--- config.mk ---
export PLATFORM = sky130hd
export DESIGN_NAME = mem_arbiter
export DESIGN_NICKNAME = d
export VERILOG_FILES = /design/src/rtl/mem_arbiter.sv
export SDC_FILE = /design/constraint.sdc
export NUM_CORES = 1
export LEC_CHECK = 0
export CORE_ASPECT_RATIO = 1.1
export CORE_MARGIN = 4
export CORE_UTILIZATION = 40
export CTS_CLUSTER_DIAMETER = 200
export CTS_CLUSTER_SIZE = 10
export DETAILED_ROUTE_END_ITERATION = 8
export GPL_ROUTABILITY_DRIVEN = 1
export PLACE_DENSITY = 0.81
export SYNTH_ARGS = -nofsm -noshare
export SYNTH_HDL_FRONTEND = slang
export SYNTH_SLANG_ARGS = --single-unit
--- constraint.sdc ---
create_clock -name clk -period 4.1 [get_ports clk]
set_input_delay 0.41 -clock clk [delete_from_list [all_inputs] [get_ports clk]]
set_output_delay 0.41 -clock clk [all_outputs]
set_load 0.01 [all_outputs]
--- src/rtl/mem_arbiter.sv ---
// rtl/mem_arbiter.sv - round-robin arbiter sharing one fixed-latency memory between fetch and data ports
//
// Ports:
//   clk, reset          clock (rising edge), asynchronous active-high reset
//   req[1:0], we[1:0]   per-port request / write enable (bit0 fetch, bit1 data; we[0] ignored)
//   addr0, addr1        per-port address
//   wdata1              data-port write data
//   gnt[1:0]            one-cycle pulse: request captured
//   rvalid[1:0]         one-cycle pulse: access complete, rdata valid
//   rdata               read data
//   busy                high whenever not idle
//   mem_en, mem_we      memory strobe and write enable
//   mem_addr, mem_wdata memory address and write data
//   mem_rdata           memory read data
module mem_arbiter #(
    parameter int AW      = 32,
    parameter int DW      = 32,
    parameter int MEM_LAT = 1
) (
    input  logic          clk,
    input  logic          reset,
    input  logic [1:0]    req,
    input  logic [1:0]    we,
    input  logic [AW-1:0] addr0,
    input  logic [AW-1:0] addr1,
    input  logic [DW-1:0] wdata1,
    output logic [1:0]    gnt,
    output logic [1:0]    rvalid,
    output logic [DW-1:0] rdata,
    output logic          busy,
    output logic          mem_en,
    output logic          mem_we,
    output logic [AW-1:0] mem_addr,
    output logic [DW-1:0] mem_wdata,
    input  logic [DW-1:0] mem_rdata
);

    typedef enum logic [1:0] {IDLE, ISSUE, WAIT, RESP} state_t;

    localparam logic [3:0] CNT_INIT = 4'(MEM_LAT - 1);

    state_t        state_q, state_d;
    logic          owner_q, owner_d;
    logic          last_gnt_q, last_gnt_d;
    logic [3:0]    cnt_q, cnt_d;
    logic [AW-1:0] mem_addr_q, mem_addr_d;
    logic          mem_we_q, mem_we_d;
    logic [DW-1:0] mem_wdata_q, mem_wdata_d;
    logic [DW-1:0] rdata_q, rdata_d;
    logic          winner;

    // On contention the port that did not win last time goes next.
    always_comb begin
        if (req == 2'b11) begin
            winner = ~last_gnt_q;
        end else begin
            winner = req[1];
        end
    end

    always_comb begin
        state_d     = state_q;
        owner_d     = owner_q;
        last_gnt_d  = last_gnt_q;
        cnt_d       = cnt_q;
        mem_addr_d  = mem_addr_q;
        mem_we_d    = mem_we_q;
        mem_wdata_d = mem_wdata_q;
        rdata_d     = rdata_q;
        gnt         = 2'b00;
        case (state_q)
            IDLE: begin
                if (|req) begin
                    gnt        = winner ? 2'b10 : 2'b01;
                    owner_d    = winner;
                    last_gnt_d = winner;
                    state_d    = ISSUE;
                    if (winner) begin
                        mem_addr_d  = addr1;
                        mem_we_d    = we[1];
                        mem_wdata_d = wdata1;
                    end else begin
                        // Fetch port is read-only; mem_wdata keeps its last value.
                        mem_addr_d = addr0;
                        mem_we_d   = 1'b0;
                    end
                end
            end
            ISSUE: begin
                cnt_d   = CNT_INIT;
                state_d = WAIT;
            end
            WAIT: begin
                if (cnt_q == 4'd0) begin
                    if (!mem_we_q) begin
                        rdata_d = mem_rdata;
                    end
                    state_d = RESP;
                end else begin
                    cnt_d = cnt_q - 4'd1;
                end
            end
            RESP: begin
                state_d = IDLE;
            end
            default: begin
                state_d = IDLE;
            end
        endcase
    end

    always_ff @(posedge clk or posedge reset) begin
        if (reset) begin
            state_q     <= IDLE;
            owner_q     <= 1'b0;
            last_gnt_q  <= 1'b1;
            cnt_q       <= 4'd0;
            mem_addr_q  <= '0;
            mem_we_q    <= 1'b0;
            mem_wdata_q <= '0;
            rdata_q     <= '0;
        end else begin
            state_q     <= state_d;
            owner_q     <= owner_d;
            last_gnt_q  <= last_gnt_d;
            cnt_q       <= cnt_d;
            mem_addr_q  <= mem_addr_d;
            mem_we_q    <= mem_we_d;
            mem_wdata_q <= mem_wdata_d;
            rdata_q     <= rdata_d;
        end
    end

    // Strobe and status decode straight from state so reset clears them at once.
    assign rvalid    = (state_q == RESP) ? (owner_q ? 2'b10 : 2'b01) : 2'b00;
    assign busy      = (state_q != IDLE);
    assign mem_en    = (state_q == ISSUE);
    assign mem_we    = mem_we_q;
    assign mem_addr  = mem_addr_q;
    assign mem_wdata = mem_wdata_q;
    assign rdata     = rdata_q;

endmodule

# After elaboration in Yosys (flattened, before gate mapping)
# Index checks and enable logic that the tools add are counted.
totals:
  memories: 0
  latch_bits: 0
  register_bits: 105
  in_bits: 134
  wordCells: 41
  ramBits: 0
  mem_bits_ro: 0
op_classes:
  muxes: 13
  n_bitwise: 2
  n_mul: 0
  n_eq_ne: 7
  magnitude_cmp: 0
  shifts: 0
  reduce_logical: 10
  div_mod_pow: 0
  n_addsub: 1
ops:
  columns: ["cell", "n"]
  rows:
  - ["$mux 32", 1]
  - ["$mux 2", 7]
  - ["$pmux 2 s4", 1]
  - ["$pmux 4 s2", 1]
  - ["$eq 2x2->1 const B", 3]
  - ["$ne 2x2->1 const B", 3]
  - ["$reduce_and 2->1", 3]
  - ["$reduce_and 3->1", 2]
  - ["$logic_not 4->1", 1]
  - ["$mux 4", 1]
  - ["$reduce_bool 2->1", 2]
  - ["$sub 4x1->4 const B", 1]
  - ["$eq 2x1->1 const B", 1]
  - ["$logic_not 2->1", 1]
  - ["$mux 1", 2]
  - ["$not 1->1", 2]
  - ["$reduce_or 2->1", 1]

# Longest topological paths before layout
# Gate-level depths: netlist of the first run.
depth:
  word_depth: 5
  mapped_depth: 8

# Worst setup path after synthesis of the first run
# No wires, ideal clock.
synth_timing:
  kind: "flip-flop to flip-flop"
  startpoint: "register cnt_q[0]"
  endpoint: "register rdata_q[0], in the netlist rdata[0]"
  synth_period_minus_slack_ns: 2.048
  t_arrival_ns: 1.923
  path_buffers: 2
  setup_slack_ns: 2.052
  stages_incl_launch_ff: 8
  cell_sequence: "dfrtp_1 > inv_1 > ha_1 > or3b_4 > or3b_1 > buf_6 > buf_12 > mux2_4"
synth_via:
  elab_chain_len: 2
synth_lines:
  columns: ["item", "line_no", "source"]
  rows:
  - ["from (decl)", "45", "logic [3:0] cnt_q, cnt_d;"]
  - ["from (signal assigned)", "126", "cnt_q <= cnt_d;"]
  - ["$logic_not 4->1", "94", "if (cnt_q == 4'd0) begin"]
  - ["$reduce_and 3->1 (no line)", null, null]
  - ["to (signal assigned)", "130", "rdata_q <= rdata_d;"]
  - ["to (decl)", "49", "logic [DW-1:0] rdata_q, rdata_d;"]
# No other way between the ends.
# A chain may end at the register's enable or synchronous reset.

# Final worst setup path of the first run
layout_timing:
  startpoint: "input req[1]"
  endpoint: "output gnt[1]"
layout_via:
  elab_chain_len: 5
  elab_cells_between_ends: 6
  classes_between: "1 x eq/ne; 4 x mux; 1 x reduce/logical"
layout_lines:
  columns: ["item", "line_no", "source"]
  rows:
  - ["from (decl)", "22", "input logic [1:0] req,"]
  - ["$eq 2x2->1", "54", "if (req == 2'b11) begin"]
  - ["$mux 1", "54", null]
  - ["$mux 2", "74", "gnt = winner ? 2'b10 : 2'b01;"]
  - ["$mux 2 *", "73", "if (|req) begin"]
  - ["$mux 2 *", "71", "case (state_q)"]
  - ["to (decl)", "27", "output logic [1:0] gnt,"]
# Mark *: on every way between the ends. The rest lies on a longest branch, timed or not.

==> impl_results.html, run 1 <==
<table>
<tr><th>Metric</th><th>Value</th></tr>
<tr><th colspan="2">Global routing</th></tr>
<tr><td>Via count of the first global-routing pass</td><td>between 3,000 and 4,000</td></tr>
<tr><td>Global-route wire length before repair</td><td>roughly 18 mm</td></tr>
<tr><td>Leftover overflow at the end of global routing</td><td>0</td></tr>
<tr><td>Initial antenna violation count</td><td>0</td></tr>
<tr><td>Largest net degree at the start of global routing</td><td>~80</td></tr>
<tr><td>Global-route usage over all layers</td><td>18.0%</td></tr>
<tr><th colspan="2">Clock tree</th></tr>
<tr><td>Clk sinks</td><td>~110</td></tr>
<tr><td>Root buffer selected by CTS</td><td>sky130_fd_sc_hd__clkbuf_16</td></tr>
<tr><td>Hold Buf Count CTS</td><td>0</td></tr>
<tr><td>CTS H-Tree Depth</td><td>3</td></tr>
<tr><td>Total clock buffers created by CTS</td><td>9</td></tr>
<tr><td>Clk buf depth</td><td>2</td></tr>
<tr><td>Clock tree from TritonCTS</td><td>yes</td></tr>
<tr><td>Post-CTS Setup Bufs</td><td>0</td></tr>
<tr><td>Clock transition at the registers of the reported paths</td><td>approximately 70 ps</td></tr>
<tr><td>Clk_lat worst skew</td><td>around 340 ps</td></tr>
<tr><td>Gates resized, CTS repair</td><td>0</td></tr>
<tr><th colspan="2">Place</th></tr>
<tr><td>PortBufs</td><td>235</td></tr>
<tr><td>Gp weighted congestion</td><td>between 0.7 and 0.8</td></tr>
<tr><td>Pre-CTS worst setup slack</td><td>around 1200 ps</td></tr>
<tr><td>Estimated wirelength of the detail-placed design</td><td>around 9 mm</td></tr>
<tr><th colspan="2">Logic synthesis</th></tr>
<tr><td>Post-Syn Area</td><td>around 4500 sq um</td></tr>
<tr><td>Cell count after synthesis</td><td>roughly 310</td></tr>
<tr><td>EDFF count, synth</td><td>0</td></tr>
<tr><td>Post-Syn Nets</td><td>approximately 450</td></tr>
<tr><td>Fraction of registers with async set or reset after synthesis</td><td>100%</td></tr>
<tr><td>Count of unique library cells instantiated by Yosys</td><td>34</td></tr>
<tr><td>Per-instance average area after synthesis</td><td>between 10 and 15 sq um</td></tr>
<tr><td>Prevailing post-synth register cell</td><td>sky130_fd_sc_hd__dfrtp_1</td></tr>
<tr><td>Share of synthesized area occupied by flip-flops and latches</td><td>about three fifths</td></tr>
<tr><td>Leading post-synthesis cells by cell area</td><td>sky130_fd_sc_hd__dfrtp_1, sky130_fd_sc_hd__mux2_4, sky130_fd_sc_hd__mux2_2</td></tr>
<tr><td>FF+latch count, synth</td><td>between 100 and 150</td></tr>
<tr><td>Area leader, netlist</td><td>sky130_fd_sc_hd__dfrtp_1</td></tr>
<tr><td>Yosys warns</td><td>0</td></tr>
<tr><td>Post-synth top area share</td><td>58.1%</td></tr>
<tr><th colspan="2">Detailed routing</th></tr>
<tr><td>Routed via count divided by cell count</td><td>4.83</td></tr>
<tr><td>Wire per inst</td><td>roughly 17 um</td></tr>
<tr><td>Routed Antenna Nets</td><td>0</td></tr>
<tr><td>Routed wire length</td><td>11.8 mm</td></tr>
<tr><td>First-iteration detailed-routing DRC count</td><td>between 100 and 150</td></tr>
<tr><td>DR DRC count</td><td>0</td></tr>
<tr><td>Via count</td><td>about 3,300</td></tr>
<tr><td>Iteration count of the initial detailed-routing pass</td><td>5</td></tr>
<tr><th colspan="2">Min path</th></tr>
<tr><td>Destination of the worst hold path</td><td>last_gnt_q</td></tr>
<tr><td>Number of cells traversed by the worst hold path</td><td>2</td></tr>
<tr><td>Worst hold-check path type</td><td>reg2reg</td></tr>
<tr><td>Startpoint of the worst hold path</td><td>last_gnt_q</td></tr>
<tr><th colspan="2">Worst setup path</th></tr>
<tr><td>Crit path max-delay family</td><td>buffers and inverters</td></tr>
<tr><td>FF-to-FF End</td><td>rdata[28]</td></tr>
<tr><td>Critical Path Sink Type</td><td>output pin</td></tr>
<tr><td>FF-to-FF Start</td><td>cnt_q[0]</td></tr>
<tr><td>CP most frequent cell</td><td>sky130_fd_sc_hd__clkdlybuf4s50_1</td></tr>
<tr><td>CP peak stage delay</td><td>around 560 ps</td></tr>
<tr><td>Class of the most critical setup path</td><td>in2out</td></tr>
<tr><td>Worst path slowest cell</td><td>sky130_fd_sc_hd__clkdlybuf4s50_1</td></tr>
<tr><td>FF-to-FF setup slack</td><td>1520 ps</td></tr>
<tr><td>Launch point of the critical path</td><td>req[1]</td></tr>
<tr><td>Worst R2R Path Depth</td><td>5</td></tr>
<tr><td>CP Launch Type</td><td>input pin</td></tr>
<tr><td>CP Data Arrival Time</td><td>between 2000 and 2500 ps</td></tr>
<tr><td>Cells along the critical path</td><td>clkdlybuf4s50_1 &gt; a21bo_2 &gt; or2_2 &gt; inv_2 &gt; clkdlybuf4s50_1</td></tr>
<tr><td>Data required time at the worst endpoint</td><td>about 3700 ps</td></tr>
<tr><td>Maximum fanout encountered on the critical timing path</td><td>11</td></tr>
<tr><td>Buffers plus inverters on the worst setup path</td><td>3</td></tr>
<tr><th colspan="2">Power and ir drop</th></tr>
<tr><td>Net switching power</td><td>1.63 mW</td></tr>
<tr><td>Worst voltage drop across the vdd grid</td><td>0.000340 V</td></tr>
<tr><td>Leakage Power</td><td>3.16 nW</td></tr>
<tr><td>Areal power density over the cells</td><td>736 nW/um^2</td></tr>
<tr><td>Net Sw Frac</td><td>a little under a third</td></tr>
<tr><td>Gate power share</td><td>about 50%</td></tr>
<tr><td>Power share of the sequential group</td><td>around a third</td></tr>
<tr><td>P_int</td><td>between 3 and 4 mW</td></tr>
<tr><td>Clock share of power</td><td>roughly 15%</td></tr>
<tr><th colspan="2">Timing</th></tr>
<tr><td>Total Neg Setup Slack</td><td>0 ps</td></tr>
<tr><td>Pin slew with the least headroom to its limit</td><td>roughly 1200 ps</td></tr>
<tr><td>Final setup viols</td><td>0</td></tr>
<tr><td>RSZ-0062 raised after global routing</td><td>false</td></tr>
<tr><td>Worst hold slack</td><td>roughly 480 ps</td></tr>
<tr><td>Minimum setup slack in the final design</td><td>about 1400 ps</td></tr>
<tr><td>Worst Clk Skew</td><td>roughly 9.4 ps</td></tr>
<tr><td>Final number of hold-violating endpoints</td><td>0</td></tr>
<tr><td>Number of pins with negative max-slew slack in the final report</td><td>0</td></tr>
<tr><td>Crit path time final</td><td>between 2000 and 3000 ps</td></tr>
<tr><td>Final critical-path share of the clock period</td><td>~66%</td></tr>
<tr><td>Achievable Freq</td><td>about 370 MHz</td></tr>
<tr><td>Max-slew headroom at the worst pin</td><td>about 21%</td></tr>
<tr><th colspan="2">Final layout</th></tr>
<tr><td>Final net count</td><td>slightly below 700</td></tr>
<tr><td>Antenna fix cells</td><td>0</td></tr>
<tr><td>Growth of design area from synthesis to finish</td><td>60.9%</td></tr>
<tr><td>Fraction of final layout cells sized beyond drive strength 1</td><td>~17%</td></tr>
<tr><td>Share of the core filled with cells</td><td>between 60 and 70%</td></tr>
<tr><td>Fillcell total</td><td>roughly 830</td></tr>
<tr><th colspan="2">Run</th></tr>
<tr><td>Max-cap violation count</td><td>0</td></tr>
<tr><th colspan="2">Outcome</th></tr>
<tr><td>Result of the run</td><td>finished, final reports clean</td></tr>
<tr><th colspan="2">Floorplan</th></tr>
<tr><td>Die width</td><td>109 um</td></tr>
<tr><td>Height of the die</td><td>119 um</td></tr>
<tr><td>Row count</td><td>40</td></tr>
<tr><td>Initial standard-cell utilization of the core</td><td>approximately 41%</td></tr>
<tr><td>Die Outline Area</td><td>around 13,000 sq um</td></tr>
<tr><td>I/O pin count</td><td>approximately 240</td></tr>
<tr><td>Placeable core area</td><td>about 11,000 sq um</td></tr>
</table>
[flip-flops by register name, summed over array words and instances (netlist names)]
register / cells
mem_addr: 32
mem_wdata: 32
cnt_q: 4
mem_we: 1
state_q: 2
owner_q: 1
last_gnt_q: 1
rdata: 32
[worst max path at each step]
stage,end,slack (ps),cells past startpoint
2_1_floorplan,cnt_q[0],930,1
3_3_place_gp,mem_wdata[17],1300,6
3_5_place_dp,mem_wdata[19],1250,6
4_1_cts,gnt[1],1370,5
5_1_grt,gnt[1],1270,5
6_report,gnt[1],1380,5
[routing by layer]
layer  global-route usage [%]  part of all wire, %
met3                     6.45                   10
met5                        0                    0
met2                     31.2                   50
met4                     6.79                  2.1
met1                     20.1                   37
[stage by stage]
step                area, sq um  power [mW]  instances
floorplan                  4480        3.21        309
global route               7210        5.62        694
global placement           6920        4.45        678
CTS                        7210        5.38        694
finish                     7210        5.30        694
detailed placement         6920        4.54        678
[layout by cell type (no fill, tap or decap), types with 2 or more instances in the layout]
| cell type | synthesis | final |
|---|---|---|
| sky130_fd_sc_hd__mux2_2 | 35 | 35 |
| sky130_fd_sc_hd__clkbuf_8 | 0 | 2 |
| sky130_fd_sc_hd__o21ai_0 | 11 | 11 |
| sky130_fd_sc_hd__clkbuf_16 | 0 | 9 |
| sky130_fd_sc_hd__nor3b_1 | 2 | 2 |
| sky130_fd_sc_hd__and2_1 | 23 | 23 |
| sky130_fd_sc_hd__nand2b_1 | 2 | 2 |
| sky130_fd_sc_hd__dfrtp_1 | 104 | 104 |
| sky130_fd_sc_hd__clkdlybuf4s50_1 | 0 | 235 |
| sky130_fd_sc_hd__ha_1 | 6 | 6 |
| sky130_fd_sc_hd__buf_4 | 2 | 5 |
| sky130_fd_sc_hd__a221o_1 | 22 | 22 |
| sky130_fd_sc_hd__clkinvlp_4 | 0 | 2 |
| sky130_fd_sc_hd__mux2i_1 | 12 | 12 |
| sky130_fd_sc_hd__mux2_4 | 30 | 30 |
| sky130_fd_sc_hd__nor2b_1 | 2 | 2 |
| sky130_fd_sc_hd__nand2_1 | 18 | 18 |
| sky130_fd_sc_hd__inv_1 | 8 | 6 |
| sky130_fd_sc_hd__clkinv_2 | 0 | 3 |
[Yosys cell counts (2+ instances only)]
cell,number
sky130_fd_sc_hd__dfrtp_1,104
sky130_fd_sc_hd__mux2_2,35
sky130_fd_sc_hd__mux2_4,30
sky130_fd_sc_hd__and2_1,23
sky130_fd_sc_hd__a221o_1,22
sky130_fd_sc_hd__nand2_1,18
sky130_fd_sc_hd__mux2i_1,12
sky130_fd_sc_hd__o21ai_0,11
sky130_fd_sc_hd__inv_1,8
sky130_fd_sc_hd__clkbuf_1,7
sky130_fd_sc_hd__ha_1,6
sky130_fd_sc_hd__buf_2,5
sky130_fd_sc_hd__buf_12,3
sky130_fd_sc_hd__buf_4,2
sky130_fd_sc_hd__nand2b_1,2
sky130_fd_sc_hd__nor2b_1,2
sky130_fd_sc_hd__nor3b_1,2
[power groups by stage]
stage | Sequential (mW) | Clock [mW] | Combinational, mW
finish | 1.82 | 0.804 | 2.68
global route | 1.89 | 0.870 | 2.86
CTS | 1.83 | 0.825 | 2.72
detailed placement | 1.84 | 0 | 2.71
global placement | 1.81 | 0 | 2.64
floorplan | 2.04 | 0 | 1.17
[worst register-to-register path, cell delays in order, from the launching register on]
cell                      delay, ps
sky130_fd_sc_hd__dfrtp_1        400
sky130_fd_sc_hd__inv_1           90
sky130_fd_sc_hd__ha_1           200
sky130_fd_sc_hd__or3b_4         400
sky130_fd_sc_hd__or3b_2         900
sky130_fd_sc_hd__mux2_4         470
[layout make-up]
class,instances,area [sq um],area share (%)
repair buffers,240,2390,33.2
inverters,8,32.5,0.451
multi-input cells,178,1690,23.4
clock inverters,5,30.0,0.417
clock buffers,11,253,3.51
well taps,147,184,2.55
flip-flops and latches,105,2630,36.5
[cell families after synthesis]
family	after synthesis	synth area share [%]
AND/OR/NAND/NOR	54	6.79
AO/OA/AOI/OAI	41	7.54
adder cells (fa/ha/maj)	6	1.68
multiplexers	77	21.5
buffers and inverters	26	3.74
flip-flops	105	58.7
(Power assumes the default switching activity.)
==> inputs of run 2 (changes only) <==
==> constraint.sdc (replaced) <==
create_clock -name clk -period 2.5 [get_ports clk]
set_input_delay 0.25 -clock clk [delete_from_list [all_inputs] [get_ports clk]]
set_output_delay 0.25 -clock clk [all_outputs]
set_load 0.01 [all_outputs]
==> run 2 against run 1 <==
Compared with the run above: die area is the same; via count increased by 0.45%; largest power group unchanged; sequential cell count did not move; final cell count grew 0.43%; total power grew 68%; highest routed layer unchanged; clock power grew 85%; combinational power is 65% higher; setup slack got worse by 1100 ps.
==> impl_results.html, run 2 (synthesized netlist as in run 1, its figures left out) <==
<table>
<tr><th>Metric</th><th>Value</th></tr>
<tr><th colspan="2">Power and ir drop</th></tr>
<tr><td>Areal power density over the cells</td><td>1220 nW/um^2 (+65%)</td></tr>
<tr><td>Worst voltage drop across the vdd grid</td><td>0.000552 V (+62%)</td></tr>
<tr><td>Leakage Power</td><td>3.22 nW (+1.9%)</td></tr>
<tr><td>Power Total</td><td>8.89 mW (+68%)</td></tr>
<tr><th colspan="2">Final layout</th></tr>
<tr><td>Most used cells in the layout excluding fill and tap cells</td><td>sky130_fd_sc_hd__clkdlybuf4s50_1, sky130_fd_sc_hd__dfrtp_1, sky130_fd_sc_hd__mux2_2, sky130_fd_sc_hd__mux2_4, sky130_fd_sc_hd__and2_1</td></tr>
<tr><td>Growth of design area from synthesis to finish</td><td>63.3%</td></tr>
<tr><td>Final net count</td><td>685 (+0.44%)</td></tr>
<tr><td>Fraction of final layout cells sized beyond drive strength 1</td><td>17.8% (+0.45 points)</td></tr>
<tr><td>Most common cell after layout, fill and taps aside</td><td>sky130_fd_sc_hd__clkdlybuf4s50_1</td></tr>
<tr><td>Finished Cell Area</td><td>7310 sq um (+1.5%)</td></tr>
<tr><td>Antenna fix cells</td><td>0 (unchanged)</td></tr>
<tr><th colspan="2">Detailed routing</th></tr>
<tr><td>Routed Antenna Nets</td><td>0 (unchanged)</td></tr>
<tr><td>Iteration count of the initial detailed-routing pass</td><td>4 (-1)</td></tr>
<tr><td>First-iteration detailed-routing DRC count</td><td>96 (-10%)</td></tr>
<tr><td>Via count</td><td>3,364 (+0.45%)</td></tr>
<tr><td>Routed wire length</td><td>11.5 mm (-2.6%)</td></tr>
<tr><td>Routed via count divided by cell count</td><td>4.83 (about the same)</td></tr>
<tr><td>Wire per inst</td><td>16.5 um (-3.0%)</td></tr>
<tr><td>DR DRC count</td><td>0 (unchanged)</td></tr>
<tr><th colspan="2">Timing</th></tr>
<tr><td>Achievable Freq</td><td>~440 MHz</td></tr>
<tr><td>Number of pins with negative max-slew slack in the final report</td><td>0 (unchanged)</td></tr>
<tr><td>Crit path time final</td><td>between 2000 and 2500 ps</td></tr>
<tr><td>Max-slew headroom at the worst pin</td><td>63.3% (+42 points)</td></tr>
<tr><td>Pin slew with the least headroom to its limit</td><td>550 ps (-628 ps)</td></tr>
<tr><td>RSZ-0062 raised after global routing</td><td>false</td></tr>
<tr><td>Worst Clk Skew</td><td>11.5 ps (+2.15 ps)</td></tr>
<tr><td>Total Neg Setup Slack</td><td>0 ps (unchanged)</td></tr>
<tr><td>Final setup viols</td><td>0 (unchanged)</td></tr>
<tr><td>Final number of hold-violating endpoints</td><td>0 (unchanged)</td></tr>
<tr><td>Final critical-path share of the clock period</td><td>90.1%</td></tr>
<tr><th colspan="2">Worst setup path</th></tr>
<tr><td>CP Data Arrival Time</td><td>2470 ps (+160 ps)</td></tr>
<tr><td>Class of the most critical setup path</td><td>reg2reg</td></tr>
<tr><td>Critical Path Sink Type</td><td>flip-flop</td></tr>
<tr><td>Data required time at the worst endpoint</td><td>2720 ps (-970 ps)</td></tr>
<tr><td>CP Launch Type</td><td>flip-flop</td></tr>
<tr><td>Maximum fanout encountered on the critical timing path</td><td>32 (+21)</td></tr>
<tr><th colspan="2">Place</th></tr>
<tr><td>PortBufs</td><td>235 (unchanged)</td></tr>
<tr><td>Estimated wirelength of the detail-placed design</td><td>8.62 mm (-3.9%)</td></tr>
<tr><td>Gp weighted congestion</td><td>0.733 (-1.4%)</td></tr>
<tr><td>Instance area at placement</td><td>6990 sq um (+0.89%)</td></tr>
<tr><th colspan="2">Floorplan</th></tr>
<tr><td>Die Outline Area</td><td>13,000 sq um (unchanged)</td></tr>
<tr><td>Placeable core area</td><td>11,000 sq um (unchanged)</td></tr>
<tr><td>I/O pin count</td><td>237 (unchanged)</td></tr>
<tr><td>Initial standard-cell utilization of the core</td><td>40.9% (unchanged)</td></tr>
<tr><td>Row count</td><td>40 (unchanged)</td></tr>
<tr><td>Die width</td><td>109 um (unchanged)</td></tr>
<tr><td>Height of the die</td><td>119 um (unchanged)</td></tr>
<tr><th colspan="2">Global routing</th></tr>
<tr><td>Largest net degree at the start of global routing</td><td>106 (+31%)</td></tr>
<tr><td>Via count of the first global-routing pass</td><td>3,542 (-0.53%)</td></tr>
<tr><td>Global-route usage over all layers</td><td>17.6% (-0.41 points)</td></tr>
<tr><td>Leftover overflow at the end of global routing</td><td>0 (unchanged)</td></tr>
<tr><td>Global-route wire length before repair</td><td>17.8 mm (-2.1%)</td></tr>
<tr><td>Initial antenna violation count</td><td>0 (unchanged)</td></tr>
<tr><th colspan="2">Clock tree</th></tr>
<tr><td>CTS H-Tree Depth</td><td>3 (unchanged)</td></tr>
<tr><td>Hold Buf Count CTS</td><td>0 (unchanged)</td></tr>
<tr><td>Clk_lat worst skew</td><td>340 ps (about the same)</td></tr>
<tr><td>Clk sinks</td><td>105 (unchanged)</td></tr>
<tr><td>Clock transition at the registers of the reported paths</td><td>60 ps (about the same)</td></tr>
<tr><td>Clk buf depth</td><td>2 (unchanged)</td></tr>
<tr><td>Total clock buffers created by CTS</td><td>9 (unchanged)</td></tr>
<tr><td>Root buffer selected by CTS</td><td>sky130_fd_sc_hd__clkbuf_16</td></tr>
<tr><td>Post-CTS Setup Bufs</td><td>0 (unchanged)</td></tr>
<tr><td>Clock tree from TritonCTS</td><td>yes</td></tr>
<tr><th colspan="2">Run</th></tr>
<tr><td>Max-cap violation count</td><td>0 (unchanged)</td></tr>
<tr><th colspan="2">Outcome</th></tr>
<tr><td>Result of the run</td><td>finished, final reports clean</td></tr>
<tr><th colspan="2">Min path</th></tr>
<tr><td>Worst hold-check path type</td><td>in2async</td></tr>
</table>
run 2: cell type report:
type                       instances  area [sq um]
clock buffer                      11           243
fill                             784          3650
sequential                       105          2630
inverter                           8          33.8
tap                              147           184
clock inverter                     5          78.8
multi-input combinational        178          1690
timing repair buffer             243          2450
run 2: report_power, final:
group          internal (mW)  switching [mW]
Clock                  0.903           0.591
Combinational           2.78            1.63
Sequential              2.54           0.446
run 2: what timing repair did:
action | in CTS | in global routing
hold endpoints to repair | 0 | 0
gates resized for setup | 0 | 2
endpoints found under the setup margin | 0 | 1
run 2: layer usage:
| layer | vias up | share of wire (%) | track usage, % |
|---|---|---|---|
| met5 | - | 0 | 0 |
| met4 | 0 | 1.8 | 7.18 |
| met3 | 18 | 9.8 | 6.07 |
| met2 | 169 | 49 | 29.5 |
| met1 | 1603 | 40 | 20.5 |
| li1 | 1574 | - | - |
run 2: stage by stage:
stage | util, % | setup slack (ps) | hold slack [ps] | std cells
2_1_floorplan | - | 452 | 390 | 309
3_3_place_gp | 63.7 | 314 | 464 | 681
3_5_place_dp | 63.7 | 267 | 468 | 681
4_1_cts | 66.7 | 8.84 | 456 | 697
5_1_grt | 66.7 | 183 | 487 | 697
6_report | 66.7 | 249 | 425 | 697
run 2: worst paths after layout:
check                      startpoint      endpoint  slack, ps  cells after the start
hold / removal                  reset     rdata[10]        430                      3
hold reg to reg            last_gnt_q    last_gnt_q        470                      2
max in group asynchronous       reset  mem_addr[31]       1650                      3
setup reg to reg             cnt_q[0]     rdata[29]        250                      6
setup / recovery             cnt_q[0]     rdata[29]        250                      6
min in group clk           last_gnt_q    last_gnt_q        470                      2
run 2: critical path, stage by stage (launching register included):
cell and delay [ps]:
sky130_fd_sc_hd__dfrtp_1 400, sky130_fd_sc_hd__inv_1 90, sky130_fd_sc_hd__ha_1 190, sky130_fd_sc_hd__or3b_4 400, sky130_fd_sc_hd__or3b_2 490, sky130_fd_sc_hd__buf_12 210
sky130_fd_sc_hd__mux2_4 330
==> inputs of run 3 (changes only) <==
--- a/config.mk
+++ b/config.mk
@@ -13,6 +13,7 @@
 export DETAILED_ROUTE_END_ITERATION = 8
 export GPL_ROUTABILITY_DRIVEN = 1
 export PLACE_DENSITY = 0.81
+export REMOVE_ABC_BUFFERS = 1
 export SYNTH_ARGS = -nofsm -noshare
 export SYNTH_HDL_FRONTEND = slang
 export SYNTH_SLANG_ARGS = --single-unit
==> run 3 against run 2 <==
Compared with the run above: sequential cell count is the same; first-iteration DRC count grew 29%; fmax shrank 0.47%; setup slack lost 11 ps; non-clock buffer count grew 2; largest cell class unchanged; highest routed layer unchanged.
==> impl_results.html, run 3 (synthesized netlist as in run 1, its figures left out) <==
<table>
<tr><th>Metric</th><th>Value</th></tr>
<tr><th colspan="2">Timing</th></tr>
<tr><td>Minimum setup slack in the final design</td><td>238 ps (-10.7 ps)</td></tr>
<tr><td>Crit path time final</td><td>2260 ps (+10.7 ps)</td></tr>
<tr><td>Final critical-path share of the clock period</td><td>90.5% (+0.43 points)</td></tr>
<tr><td>Final number of hold-violating endpoints</td><td>0 (unchanged)</td></tr>
<tr><td>RSZ-0062 raised after global routing</td><td>false</td></tr>
<tr><td>Max-slew headroom at the worst pin</td><td>56.8% (-6.6 points)</td></tr>
<tr><td>Achievable Freq</td><td>442 MHz (-0.47%)</td></tr>
<tr><td>Worst Clk Skew</td><td>7.01 ps (-4.51 ps)</td></tr>
<tr><td>Pin slew with the least headroom to its limit</td><td>649 ps (+98.4 ps)</td></tr>
<tr><td>Worst hold slack</td><td>349 ps (-76.7 ps)</td></tr>
<tr><td>Final setup viols</td><td>0 (unchanged)</td></tr>
<tr><td>Number of pins with negative max-slew slack in the final report</td><td>0 (unchanged)</td></tr>
<tr><th colspan="2">Clock tree</th></tr>
<tr><td>Hold Buf Count CTS</td><td>0 (unchanged)</td></tr>
<tr><td>Clk_lat worst skew</td><td>340 ps (about the same)</td></tr>
<tr><td>Clock tree from TritonCTS</td><td>yes</td></tr>
<tr><td>Clock transition at the registers of the reported paths</td><td>70 ps (about the same)</td></tr>
<tr><td>Clk buf depth</td><td>2 (unchanged)</td></tr>
<tr><td>CTS H-Tree Depth</td><td>3 (unchanged)</td></tr>
<tr><td>Total clock buffers created by CTS</td><td>9 (unchanged)</td></tr>
<tr><td>Post-CTS Setup Bufs</td><td>0 (unchanged)</td></tr>
<tr><td>Clk sinks</td><td>105 (unchanged)</td></tr>
<tr><td>Root buffer selected by CTS</td><td>sky130_fd_sc_hd__clkbuf_16</td></tr>
<tr><th colspan="2">Final layout</th></tr>
<tr><td>Share of the core filled with cells</td><td>66.2% (-0.48 points)</td></tr>
<tr><td>Growth of design area from synthesis to finish</td><td>62.1%</td></tr>
<tr><td>Fraction of final layout cells sized beyond drive strength 1</td><td>17.8% (unchanged)</td></tr>
<tr><td>Final net count</td><td>687 (+0.29%)</td></tr>
<tr><td>Most common cell after layout, fill and taps aside</td><td>sky130_fd_sc_hd__clkdlybuf4s50_1</td></tr>
<tr><td>Most used cells in the layout excluding fill and tap cells</td><td>sky130_fd_sc_hd__clkdlybuf4s50_1, sky130_fd_sc_hd__dfrtp_1, sky130_fd_sc_hd__mux2_2, sky130_fd_sc_hd__mux2_4, sky130_fd_sc_hd__and2_1</td></tr>
<tr><td>Final cell count without fillers</td><td>697 (unchanged)</td></tr>
<tr><td>Antenna fix cells</td><td>0 (unchanged)</td></tr>
<tr><td>Finished Cell Area</td><td>7260 sq um (-0.72%)</td></tr>
<tr><th colspan="2">Detailed routing</th></tr>
<tr><td>DR DRC count</td><td>0 (unchanged)</td></tr>
<tr><td>Routed via count divided by cell count</td><td>4.90 (+1.4%)</td></tr>
<tr><td>Routed Antenna Nets</td><td>0 (unchanged)</td></tr>
<tr><td>Wire per inst</td><td>18.4 um (+11%)</td></tr>
<tr><td>Routed wire length</td><td>12.8 mm (+11%)</td></tr>
<tr><td>Iteration count of the initial detailed-routing pass</td><td>4 (unchanged)</td></tr>
<tr><td>First-iteration detailed-routing DRC count</td><td>124 (+29%)</td></tr>
<tr><td>Via count</td><td>3,412 (+1.4%)</td></tr>
<tr><th colspan="2">Min path</th></tr>
<tr><td>Worst hold-check path type</td><td>in2async</td></tr>
<tr><th colspan="2">Worst setup path</th></tr>
<tr><td>CP Launch Type</td><td>flip-flop</td></tr>
<tr><td>Data required time at the worst endpoint</td><td>2720 ps (about the same)</td></tr>
<tr><td>CP Data Arrival Time</td><td>2480 ps (about the same)</td></tr>
<tr><td>Maximum fanout encountered on the critical timing path</td><td>32 (unchanged)</td></tr>
<tr><td>Critical Path Sink Type</td><td>flip-flop</td></tr>
<tr><td>Class of the most critical setup path</td><td>reg2reg</td></tr>
<tr><th colspan="2">Power and ir drop</th></tr>
<tr><td>Leakage Power</td><td>3.21 nW (-0.44%)</td></tr>
<tr><td>Areal power density over the cells</td><td>1210 nW/um^2 (-0.58%)</td></tr>
<tr><td>Worst voltage drop across the vdd grid</td><td>0.000629 V (+14%)</td></tr>
<tr><th colspan="2">Floorplan</th></tr>
<tr><td>Initial standard-cell utilization of the core</td><td>40.9% (unchanged)</td></tr>
<tr><td>Die Outline Area</td><td>13,000 sq um (unchanged)</td></tr>
<tr><td>I/O pin count</td><td>237 (unchanged)</td></tr>
<tr><td>Placeable core area</td><td>11,000 sq um (unchanged)</td></tr>
<tr><td>Row count</td><td>40 (unchanged)</td></tr>
<tr><td>Die width</td><td>109 um (unchanged)</td></tr>
<tr><td>Height of the die</td><td>119 um (unchanged)</td></tr>
<tr><th colspan="2">Global routing</th></tr>
<tr><td>Global-route usage over all layers</td><td>20.1% (+2.5 points)</td></tr>
<tr><td>Global-route wire length before repair</td><td>20.1 mm (+13%)</td></tr>
<tr><td>Via count of the first global-routing pass</td><td>3,782 (+6.8%)</td></tr>
<tr><td>Largest net degree at the start of global routing</td><td>50 (-53%)</td></tr>
<tr><td>Leftover overflow at the end of global routing</td><td>0 (unchanged)</td></tr>
<tr><td>Initial antenna violation count</td><td>0 (unchanged)</td></tr>
<tr><th colspan="2">Outcome</th></tr>
<tr><td>Result of the run</td><td>finished, final reports clean</td></tr>
<tr><th colspan="2">Place</th></tr>
<tr><td>Pre-CTS worst setup slack</td><td>229 ps (-37.6 ps)</td></tr>
<tr><td>Estimated wirelength of the detail-placed design</td><td>9.77 mm (+13%)</td></tr>
<tr><td>Instance area at placement</td><td>6990 sq um (about the same)</td></tr>
<tr><td>PortBufs</td><td>235 (unchanged)</td></tr>
<tr><td>Gp weighted congestion</td><td>0.739 (+0.86%)</td></tr>
<tr><td>Inst Count DP</td><td>683 (+0.29%)</td></tr>
<tr><th colspan="2">Run</th></tr>
<tr><td>Max-cap violation count</td><td>0 (unchanged)</td></tr>
</table>
==> run 3: changes by cell type in the layout (fill, tap and decap cells not counted), sizes merged <==
cell	change
buf	+2
clkinv	-1
inv	+1
bufinv	-2
==> run 3: power by group <==
part           total (mW)  internal, mW  switching, mW
registers            2.99          2.54          0.450
logic                4.47          2.78           1.69
clock network        1.31         0.716          0.596
==> run 3: layout make-up <==
class	instances	area (sq um)
flip-flops and latches	105	2630
fillers	814	3700
clock inverters	3	17.5
repair buffers	245	2450
inverters	8	32.5
multi-input cells	178	1690
clock buffers	11	253
well taps	147	184
==> run 3: worst paths after layout <==
kind / startpoint / end / slack [ps] / depth (start not counted)
setup / recovery: cnt_q[0] / rdata[30] / 240 / 6
hold / removal: reset / rdata[2] / 350 / 2
setup reg to reg: cnt_q[0] / rdata[30] / 240 / 6
hold reg to reg: last_gnt_q / last_gnt_q / 470 / 2
max in group asynchronous: reset / rdata[27] / 1450 / 3
min in group clk: last_gnt_q / last_gnt_q / 470 / 2
==> run 3: worst max-delay path: stages (launching register included) <==
cell and delay (ps):
sky130_fd_sc_hd__dfrtp_1 410, sky130_fd_sc_hd__inv_1 90, sky130_fd_sc_hd__ha_1 200, sky130_fd_sc_hd__or3b_4 400, sky130_fd_sc_hd__or3b_2 490, sky130_fd_sc_hd__buf_12 200, sky130_fd_sc_hd__mux2_4 330
==> run 3: per-stage QoR <==
stage	TNS, ps	total power [mW]
final	0	8.78
after global routing	0	9.31
after CTS	0	8.89
after detailed placement	0	7.53
after global placement	0	7.39
after floorplan	-59740	5.12
==> run 3: what timing repair did <==
action / CTS / global route
resized for setup: 0 / 1
hold endpoints to repair: 0 / 0
setup endpoints to repair: 0 / 1
==> run 3: per-layer routing <==
layer | track usage, % | wire (um) | vias to the layer above
met5 | 0 | 0 | -
li1 | - | - | 1578
met2 | 35.3 | 6870 | 128
met1 | 22.2 | 4580 | 1684
met4 | 6.87 | 288 | 0
met3 | 7.15 | 1080 | 22
